`src/rtl/fetch_aligner.sv`:
```
// RV32IC fetch aligner: turns word-aligned fetch words into one 32-bit or 16-bit
// instruction per handshake, carrying a spare upper halfword across fetches.
module fetch_aligner #(
   parameter logic [31:0] RESET_PC = 32'h0000_0000,
   parameter bit          C_EN     = 1'b1
) (
   input  logic        clk,
   input  logic        rst,
   output logic [31:0] imem_addr,
   input  logic [31:0] imem_rdata,
   input  logic        redirect,
   input  logic [31:0] redirect_pc,
   input  logic        out_ready,
   output logic        out_valid,
   output logic [31:0] out_ir,
   output logic [31:0] out_pc,
   output logic        out_is_c
);

   localparam logic [0:0]  EMPTY = 1'b0;
   localparam logic [0:0]  HALF  = 1'b1;
   localparam logic [31:0] NOP   = 32'h0000_0013;

   logic [0:0]  state_q, state_d;
   logic [31:0] pc_q, pc_d;
   logic [31:0] fa_q, fa_d;
   logic [15:0] hold_hw_q, hold_hw_d;
   logic        out_valid_q, out_valid_d;
   logic [31:0] out_ir_q, out_ir_d;
   logic [31:0] out_pc_q, out_pc_d;
   logic        out_is_c_q, out_is_c_d;
   logic        advance;
   logic [15:0] lo_hw, hi_hw;

   function automatic logic is_c(input logic [15:0] hw);
      return C_EN && (hw[1:0] != 2'b11);
   endfunction

   assign imem_addr = {fa_q[31:2], 2'b00};
   assign out_valid = out_valid_q;
   assign out_ir    = out_ir_q;
   assign out_pc    = out_pc_q;
   assign out_is_c  = out_is_c_q;

   always_comb begin
      state_d     = state_q;
      pc_d        = pc_q;
      fa_d        = fa_q;
      hold_hw_d   = hold_hw_q;
      out_valid_d = out_valid_q;
      out_ir_d    = out_ir_q;
      out_pc_d    = out_pc_q;
      out_is_c_d  = out_is_c_q;
      advance     = !out_valid_q || out_ready;
      lo_hw       = imem_rdata[15:0];
      hi_hw       = imem_rdata[31:16];

      if (redirect) begin
         // Pending output is discarded; the consumer flushes it on its side.
         state_d     = EMPTY;
         out_valid_d = 1'b0;
         pc_d        = redirect_pc & (C_EN ? 32'hFFFF_FFFE : 32'hFFFF_FFFC);
         fa_d        = {redirect_pc[31:2], 2'b00};
      end else if (advance) begin
         out_valid_d = 1'b0;
         if (state_q == EMPTY) begin
            fa_d = fa_q + 32'd4;
            if (C_EN && pc_q[1]) begin
               if (is_c(hi_hw)) begin
                  out_valid_d = 1'b1;
                  out_ir_d    = {16'h0000, hi_hw};
                  out_pc_d    = pc_q;
                  out_is_c_d  = 1'b1;
                  pc_d        = pc_q + 32'd2;
               end else begin
                  // First half of a misaligned 32-bit instruction: one bubble.
                  hold_hw_d = hi_hw;
                  state_d   = HALF;
               end
            end else if (is_c(lo_hw)) begin
               out_valid_d = 1'b1;
               out_ir_d    = {16'h0000, lo_hw};
               out_pc_d    = pc_q;
               out_is_c_d  = 1'b1;
               pc_d        = pc_q + 32'd2;
               hold_hw_d   = hi_hw;
               state_d     = HALF;
            end else begin
               out_valid_d = 1'b1;
               out_ir_d    = imem_rdata;
               out_pc_d    = pc_q;
               out_is_c_d  = 1'b0;
               pc_d        = pc_q + 32'd4;
            end
         end else begin
            out_valid_d = 1'b1;
            out_pc_d    = pc_q;
            if (is_c(hold_hw_q)) begin
               // Buffered compressed instruction needs no memory this cycle.
               out_ir_d   = {16'h0000, hold_hw_q};
               out_is_c_d = 1'b1;
               pc_d       = pc_q + 32'd2;
               state_d    = EMPTY;
            end else begin
               out_ir_d   = {lo_hw, hold_hw_q};
               out_is_c_d = 1'b0;
               pc_d       = pc_q + 32'd4;
               fa_d       = fa_q + 32'd4;
               hold_hw_d  = hi_hw;
               state_d    = HALF;
            end
         end
      end
   end

   always_ff @(posedge clk or posedge rst) begin
      if (rst) begin
         state_q     <= EMPTY;
         pc_q        <= RESET_PC;
         fa_q        <= RESET_PC;
         hold_hw_q   <= 16'h0000;
         out_valid_q <= 1'b0;
         out_ir_q    <= NOP;
         out_pc_q    <= 32'h0000_0000;
         out_is_c_q  <= 1'b0;
      end else begin
         state_q     <= state_d;
         pc_q        <= pc_d;
         fa_q        <= fa_d;
         hold_hw_q   <= hold_hw_d;
         out_valid_q <= out_valid_d;
         out_ir_q    <= out_ir_d;
         out_pc_q    <= out_pc_d;
         out_is_c_q  <= out_is_c_d;
      end
   end

endmodule

```
`config.mk`:
```
export PLATFORM = sky130hd
export DESIGN_NAME = fetch_aligner
export DESIGN_NICKNAME = d
export VERILOG_FILES = /design/src/rtl/fetch_aligner.sv
export SDC_FILE = /design/constraint.sdc
export NUM_CORES = 1
export LEC_CHECK = 0
export ABC_AREA = 1
export ABC_CLOCK_PERIOD_IN_PS = 4700
export BUFFER_PORTS_ARGS = -buffer_cell sky130_fd_sc_hd__buf_2
export CORE_ASPECT_RATIO = 0.9
export CORE_UTILIZATION = 55
export CTS_BUF_LIST = sky130_fd_sc_hd__clkbuf_4 sky130_fd_sc_hd__clkbuf_8
export CTS_CLUSTER_DIAMETER = 50
export DETAILED_ROUTE_END_ITERATION = 6
export PLACE_DENSITY = 0.8
export SYNTH_ARGS = -nofsm -noshare
export SYNTH_HDL_FRONTEND = slang
export SYNTH_SLANG_ARGS = --single-unit
```
`constraint.sdc`:
```
create_clock -name clk -period 4.7 [get_ports clk]
set_clock_uncertainty 0.05 [all_clocks]
set_input_delay 0.47 -clock clk [delete_from_list [all_inputs] [get_ports clk]]
set_output_delay 0.47 -clock clk [all_outputs]
set_load 0.05 [all_outputs]
```
==> results.cfg, run 1 <==
[cts]
holdBufCountCts = 0
cts-root-to-sink-buffers = 2
cts_num_sinks = 143
reg_clk_slew_reported_paths_ns = 0.09
cts_tree = built
clock_root_buffer = sky130_fd_sc_hd__clkbuf_8
htreeDepth = 4
worst_skew_pair.late_latency_ns = 0.47
cts_made_buffers = 17
post_cts.resized_instances = 0
cts_post_setup_buffers_inserted = 0

[synth]
synthCells = 1221
synth_seq_area_share = 0.4308
cell_type_contributing_the_most_total_cell_area_after_synthesis = sky130_fd_sc_hd__dfrtp_1
synth_top_area_frac = 0.4213
yosys_warnings = 0
synth.distinct_cells = 41
synth-main-ff-cell = sky130_fd_sc_hd__dfrtp_1
cell_area_after_synthesis_um2 = 8315
synth.area.top_cells = sky130_fd_sc_hd__dfrtp_1 42%, sky130_fd_sc_hd__nand2_1 21%, sky130_fd_sc_hd__nor2_1 6.6%, sky130_fd_sc_hd__inv_1 5.2%, sky130_fd_sc_hd__o21ai_0 4.5%
avgSynthCellArea_um2 = 6.810
ys_ff_latch = 143
postSynth.asyncResetShare = 1.000
post_synth_edffs = 0

[timing]
achievable_freq_mhz = 320.6
hold_viol = 0
timing_max_transition_violations_final = 0
final.setup.worst_slack_ns = 1.580
worst_pin_slew_ns = 1.172
slew_headroom = 0.2160
period_minus_slack_ns = 3.120
setup_total_negative_slack_ns = 0
setup_viol = 0
final_min_period_over_clock_period = 0.6637
setup_repair_after_global_routing_missed_its_margin = no
hold_ws_ns = 0.1751

[global_route]
leftover_overflow_at_the_end_of_global_routing = 0
wire_length_of_the_first_global_routing_pass_mm = 39.19
grt.total_usage = 0.3203
antenna_found_initial = 0
grt_start_max_net_pins = 115
first_global_vias = 7708

[floorplan]
placeableCoreArea_um2 = 14710
floorplan.die_area_um2 = 15620
floorplan.die.width_um = 131.6
row_count = 42
floorplan.initialDensity = 0.5651
floorplan.die.height_um = 118.7
boundaryPins = 166

[worst_setup_path]
r2r_cells = 5
criticalPathCategory = reg -> reg
largest_fanout_of_any_net_on_the_critical_path = 97
cp-end-kind = flop
timing.critical_path.arrival_ns = 3.37
critical_path.reg2reg.startpoint = state_q$_DFFE_PP0P_
critPathLaunchType = flop
worst_ep_required_time_ns = 4.95
rrSetupSlack_ns = 1.58
rr_endpoint = out_pc[16]$_DFFE_PP0P_

[layout]
drive_above_1_share = 0.1607
layout.cells.most_common = sky130_fd_sc_hd__nand2_1
finish.instance_area_um2 = 9588
mostFrequentLayoutCells = 458 x sky130_fd_sc_hd__nand2_1, 161 x sky130_fd_sc_hd__buf_2, 146 x sky130_fd_sc_hd__nor2_1
final_nets = 1433
antennaDiodeCount = 0
syn2layout_area_growth_pct = 15.30

[route]
detail-route-antenna-nets = 0
drt-total-wl_mm = 24.37
drt-pass1-iter-count = 5
drc_violation_count_after_routing = 0
route.detailed.wl_per_inst_um = 15.49
routed_via_density = 5.486
detailroute.via_count = 8630
detail_route.iter0.violations = 845

[placed_design]
portBuffers = 161
dp_worst_setup_slack_ns = 1.397
total_half_perimeter_wirelength_after_legalization_and_detailed_placement_mm = 17.78
gp_routability_congestion = 0.9540
instance_area_after_placement_um2 = 9180

[pwr]
report.power.total_mw = 5.486
pwr-share-clk = 0.187
pwr-share-seq = 0.372
switching_share = 0.5043
p_int_mw = 2.719
cellPowerDensity_nw_per_um2 = 572.1
cellLeakagePower_nw = 5.091
switchingPower_mw = 2.766
vdd.ir_drop.worst_v = 0.0004372
power_frac_comb = 0.441

[flow_run]
max_cap_viol_count = 0

[run_status]
status = finished clean

[worst_hold_path]
worst_hold_path_type = in -> async
synth_stat cells (all sizes together) (5+ instances only):
library cell / n
nor2: 149
a31oi: 6
buf: 30
a221oi: 10
clkbuf: 16
nand3b: 12
o21ai: 85
inv: 121
nand3: 68
nor3: 12
dfrtp: 140
o22ai: 20
a21oi: 51
nand2: 463
o221ai: 5
nand4: 13
critical path, stage by stage, from the launching register on:
cell                      delay, ns
sky130_fd_sc_hd__dfrtp_1       0.71
sky130_fd_sc_hd__nor2_2        0.74
sky130_fd_sc_hd__a21oi_2       0.37
sky130_fd_sc_hd__nand2_2       0.15
sky130_fd_sc_hd__buf_4         0.66
sky130_fd_sc_hd__o21ai_0       0.21
worst max path at each step:
stage                              from                     end  slack [ns]  cells after the start
detailed placement             redirect    pc_q[17]$_DFFE_PP0P_        1.40                      8
finish              state_q$_DFFE_PP0P_  out_pc[16]$_DFFE_PP0P_        1.58                      5
floorplan                           rst    fa_q[10]$_DFFE_PP0P_        0.35                      1
global route        state_q$_DFFE_PP0P_  out_pc[16]$_DFFE_PP0P_        1.44                      5
CTS                 state_q$_DFFE_PP0P_  out_pc[10]$_DFFE_PP0P_        1.67                      5
global placement               redirect    pc_q[17]$_DFFE_PP0P_        1.42                      8
flip-flops by register name (all words and copies together) (netlist names):
signal     cells
pc_q          31
fa_q          30
out_ir        32
hold_hw_q     16
out_valid      1
out_is_c       1
state_q        1
out_pc        31
per-stage QoR:
step           cells  utilization
2_1_floorplan   1223            -
3_3_place_gp    1541       0.6239
3_5_place_dp    1541       0.6239
4_1_cts         1573       0.6516
5_1_grt         1573       0.6516
6_report        1573       0.6516
layout make-up:
class	count	area, um2
Sequential cell	143	3582
Fill cell	1379	5126
Inverter	121	461.7
Tap cell	198	247.7
Timing Repair Buffer	166	843.3
Clock buffer	17	234.0
Clock inverter	15	173.9
Multi-Input combinational cell	913	4045
power by group through the flow:
stage          logic, mW  clock network (mW)  registers (mW)
6_report            2.42                1.02            2.04
4_1_cts             2.41                1.03            2.03
2_1_floorplan      0.990                   0            2.83
3_3_place_gp        2.38                   0            2.04
3_5_place_dp        2.40                   0            2.05
5_1_grt             2.62                1.10            2.09
kinds of logic (layout without fill, tap and decap cells):
logic type                 after synthesis  in the layout  synth area share
adders and majority gates                3              3          0.004514
and+or+nand+nor                        718            718            0.3500
xor gates and xnor gates                 2              2          0.002107
buffers and inverters                  167            319           0.08366
other                                    1              3         0.0004510
AOI/OAI and AO/OA                      187            187            0.1285
DFF                                    143            143            0.4308
metal layers:
metal	up-vias	wire length [um]	track usage
met5	-	0	0
met2	376	10700	0.4841
met4	0	578	0.1134
met3	45	1973	0.05792
met1	4006	11120	0.4609
li1	4203	-	-
Note: power is estimated with default switching activity, not from simulation.
==> run 2, diff against run 1 <==
ABC_CLOCK_PERIOD_IN_PS = 2700   (was 4700)
CORE_UTILIZATION = 52   (was 55)
PLACE_DENSITY = 0.79   (was 0.8)
clock period = 2.7 ns   (was 4.7 ns; I/O delays follow)
==> run 2 against run 1 <==
Compared with the run above:
- power is 81% higher
- die area is 5.7% higher
- global-route usage is 0.55 points lower
- wire length is 0.76% higher
- cell count is 0.89% higher
- hold slack worse by 0.14 ns
- non-clock buffer count is 10 higher
- clock-buffer cell count is 2 higher
- first-iteration DRC count is 0.36% higher
- maximum frequency is 45% higher
- via count is 0.13% lower
- register-to-register slack worse by 1.0 ns
- largest cell class unchanged
==> results.cfg, run 2 (synthesis results as in run 1) <==
[run_status]
status = finished clean

[timing]
setup_viol = 0
worst_pin_slew_ns = 0.8506
period_minus_slack_ns = 2.148
achievable_freq_mhz = 465.6
final.setup.worst_slack_ns = 0.5524
timing_max_transition_violations_final = 0
slew_headroom = 0.4329
final_min_period_over_clock_period = 0.7954
setup_total_negative_slack_ns = 0
hold_ws_ns = 0.03829
setup_repair_after_global_routing_missed_its_margin = no
hold_viol = 0

[global_route]
leftover_overflow_at_the_end_of_global_routing = 0
grt_start_max_net_pins = 98
grt.total_usage = 0.3148
wire_length_of_the_first_global_routing_pass_mm = 39.95
first_global_vias = 7846
antenna_found_initial = 0

[pwr]
cellLeakagePower_nw = 5.181
report.power.total_mw = 9.915
cellPowerDensity_nw_per_um2 = 1014
vdd.ir_drop.worst_v = 0.0006527

[route]
drt-pass1-iter-count = 5
detailroute.wirelength.met2_mm = 11.07
route.detailed.wl_per_inst_um = 15.47
detailroute.via_count = 8619
detail-route-antenna-nets = 0
detail_route.iter0.violations = 848
met1Wirelength_mm = 10.98
dr_wl_met3_mm = 2.071
maxUsedRoutingLayer = met4
routed_via_density = 5.431
drt-total-wl_mm = 24.55
drc_violation_count_after_routing = 0

[layout]
stdcell_count = 1587
syn2layout_area_growth_pct = 17.54
layout.cells.most_common = sky130_fd_sc_hd__nand2_1
mostFrequentLayoutCells = 458 x sky130_fd_sc_hd__nand2_1, 161 x sky130_fd_sc_hd__buf_2, 146 x sky130_fd_sc_hd__nor2_1
finish.instance_area_um2 = 9774
largest_register_ffs = 32
drive_above_1_share = 0.1661
final_nets = 1443
post_route_core_utilization = 0.6308
antennaDiodeCount = 0

[worst_setup_path]
worst_ep_required_time_ns = 2.94
cp-end-kind = flop
timing.critical_path.arrival_ns = 2.39
critical_path.reg2reg.startpoint = state_q$_DFFE_PP0P_
critPathLaunchType = flop
criticalPathCategory = reg -> reg
largest_fanout_of_any_net_on_the_critical_path = 97
critical_path_source = state_q$_DFFE_PP0P_

[placed_design]
total_half_perimeter_wirelength_after_legalization_and_detailed_placement_mm = 18.33
instance_area_after_placement_um2 = 9276
portBuffers = 161
placedCellCount = 1554
gp_routability_congestion = 0.9452
dp_worst_setup_slack_ns = 0.5588

[floorplan]
floorplan.die_area_um2 = 16500
row_count = 43
floorplan.die.height_um = 122.0
floorplan.initialDensity = 0.5367
boundaryPins = 166
placeableCoreArea_um2 = 15490
floorplan.die.width_um = 135.3

[cts]
worst_skew_pair.late_latency_ns = 0.45
cts-root-to-sink-buffers = 2
htreeDepth = 4
clock_root_buffer = sky130_fd_sc_hd__clkbuf_8
cts_tree = built
cts_num_sinks = 143
cts_made_buffers = 17
reg_clk_slew_reported_paths_ns = 0.08
cts_post_setup_buffers_inserted = 0

[flow_run]
max_cap_viol_count = 0

[worst_hold_path]
worst_hold_path_type = in -> reg
hold_path_startpoint = redirect_pc[10]
[run 2: changes by cell type in the layout (fill, tap and decap cells not counted), sizes merged]
cell	delta
clkinv	-1
clkinvlp	+1
clkbuf	+2
dlygate4sd3	+1
bufinv	+4
buf	+9
inv	-6
[run 2: critical path, cell delays in order, from the launching register on]
cell and delay (ns):
sky130_fd_sc_hd__dfrtp_1 0.46, sky130_fd_sc_hd__buf_4 0.24, sky130_fd_sc_hd__nor2_2 0.15, sky130_fd_sc_hd__a21oi_2 0.09, sky130_fd_sc_hd__nand2_2 0.08, sky130_fd_sc_hd__buf_4 0.64, sky130_fd_sc_hd__o21ai_0 0.22
[run 2: cell type report]
type / instances / area (um2)
Tap cell: 202 / 252.7
Timing Repair Buffer: 176 / 945.9
Clock buffer: 19 / 255.2
Sequential cell: 143 / 3582
Fill cell: 1481 / 5720
Inverter: 121 / 460.4
Multi-Input combinational cell: 913 / 4045
Clock inverter: 13 / 232.7
[run 2: final timing paths]
kind	to	slack, ns	depth (start not counted)
setup / recovery	out_pc[11]$_DFFE_PP0P_	0.55	6
hold / removal	pc_q[10]$_DFFE_PP0P_	0.04	3
setup reg to reg	out_pc[11]$_DFFE_PP0P_	0.55	6
hold reg to reg	out_ir[1]$_DFFE_PP1P_	0.42	2
max in group asynchronous	out_ir[1]$_DFFE_PP1P_	1.42	4
min in group asynchronous	fa_q[23]$_DFFE_PP0P_	0.33	3
[run 2: per-layer routing]
layer	up-vias	global-route usage
met2	379	0.4776
li1	4213	-
met5	-	0
met3	36	0.06325
met4	0	0.08778
met1	3991	0.4551
[run 2: report_power, final]
| group | internal, mW | switching (mW) | leakage (nW) |
|---|---|---|---|
| registers | 2.85 | 0.689 | 1.75 |
| clock network | 1.23 | 0.856 | 0.244 |
| logic | 1.07 | 3.21 | 3.19 |
| total | 5.15 | 4.76 | 5.18 |
[run 2: repair_timing]
item / 4_1_cts / 5_1_grt
endpoints found under the hold margin: 17 / 0
gates resized for setup: 0 / 0
hold buffers: 1 / 0
endpoints found under the setup margin: 0 / 0
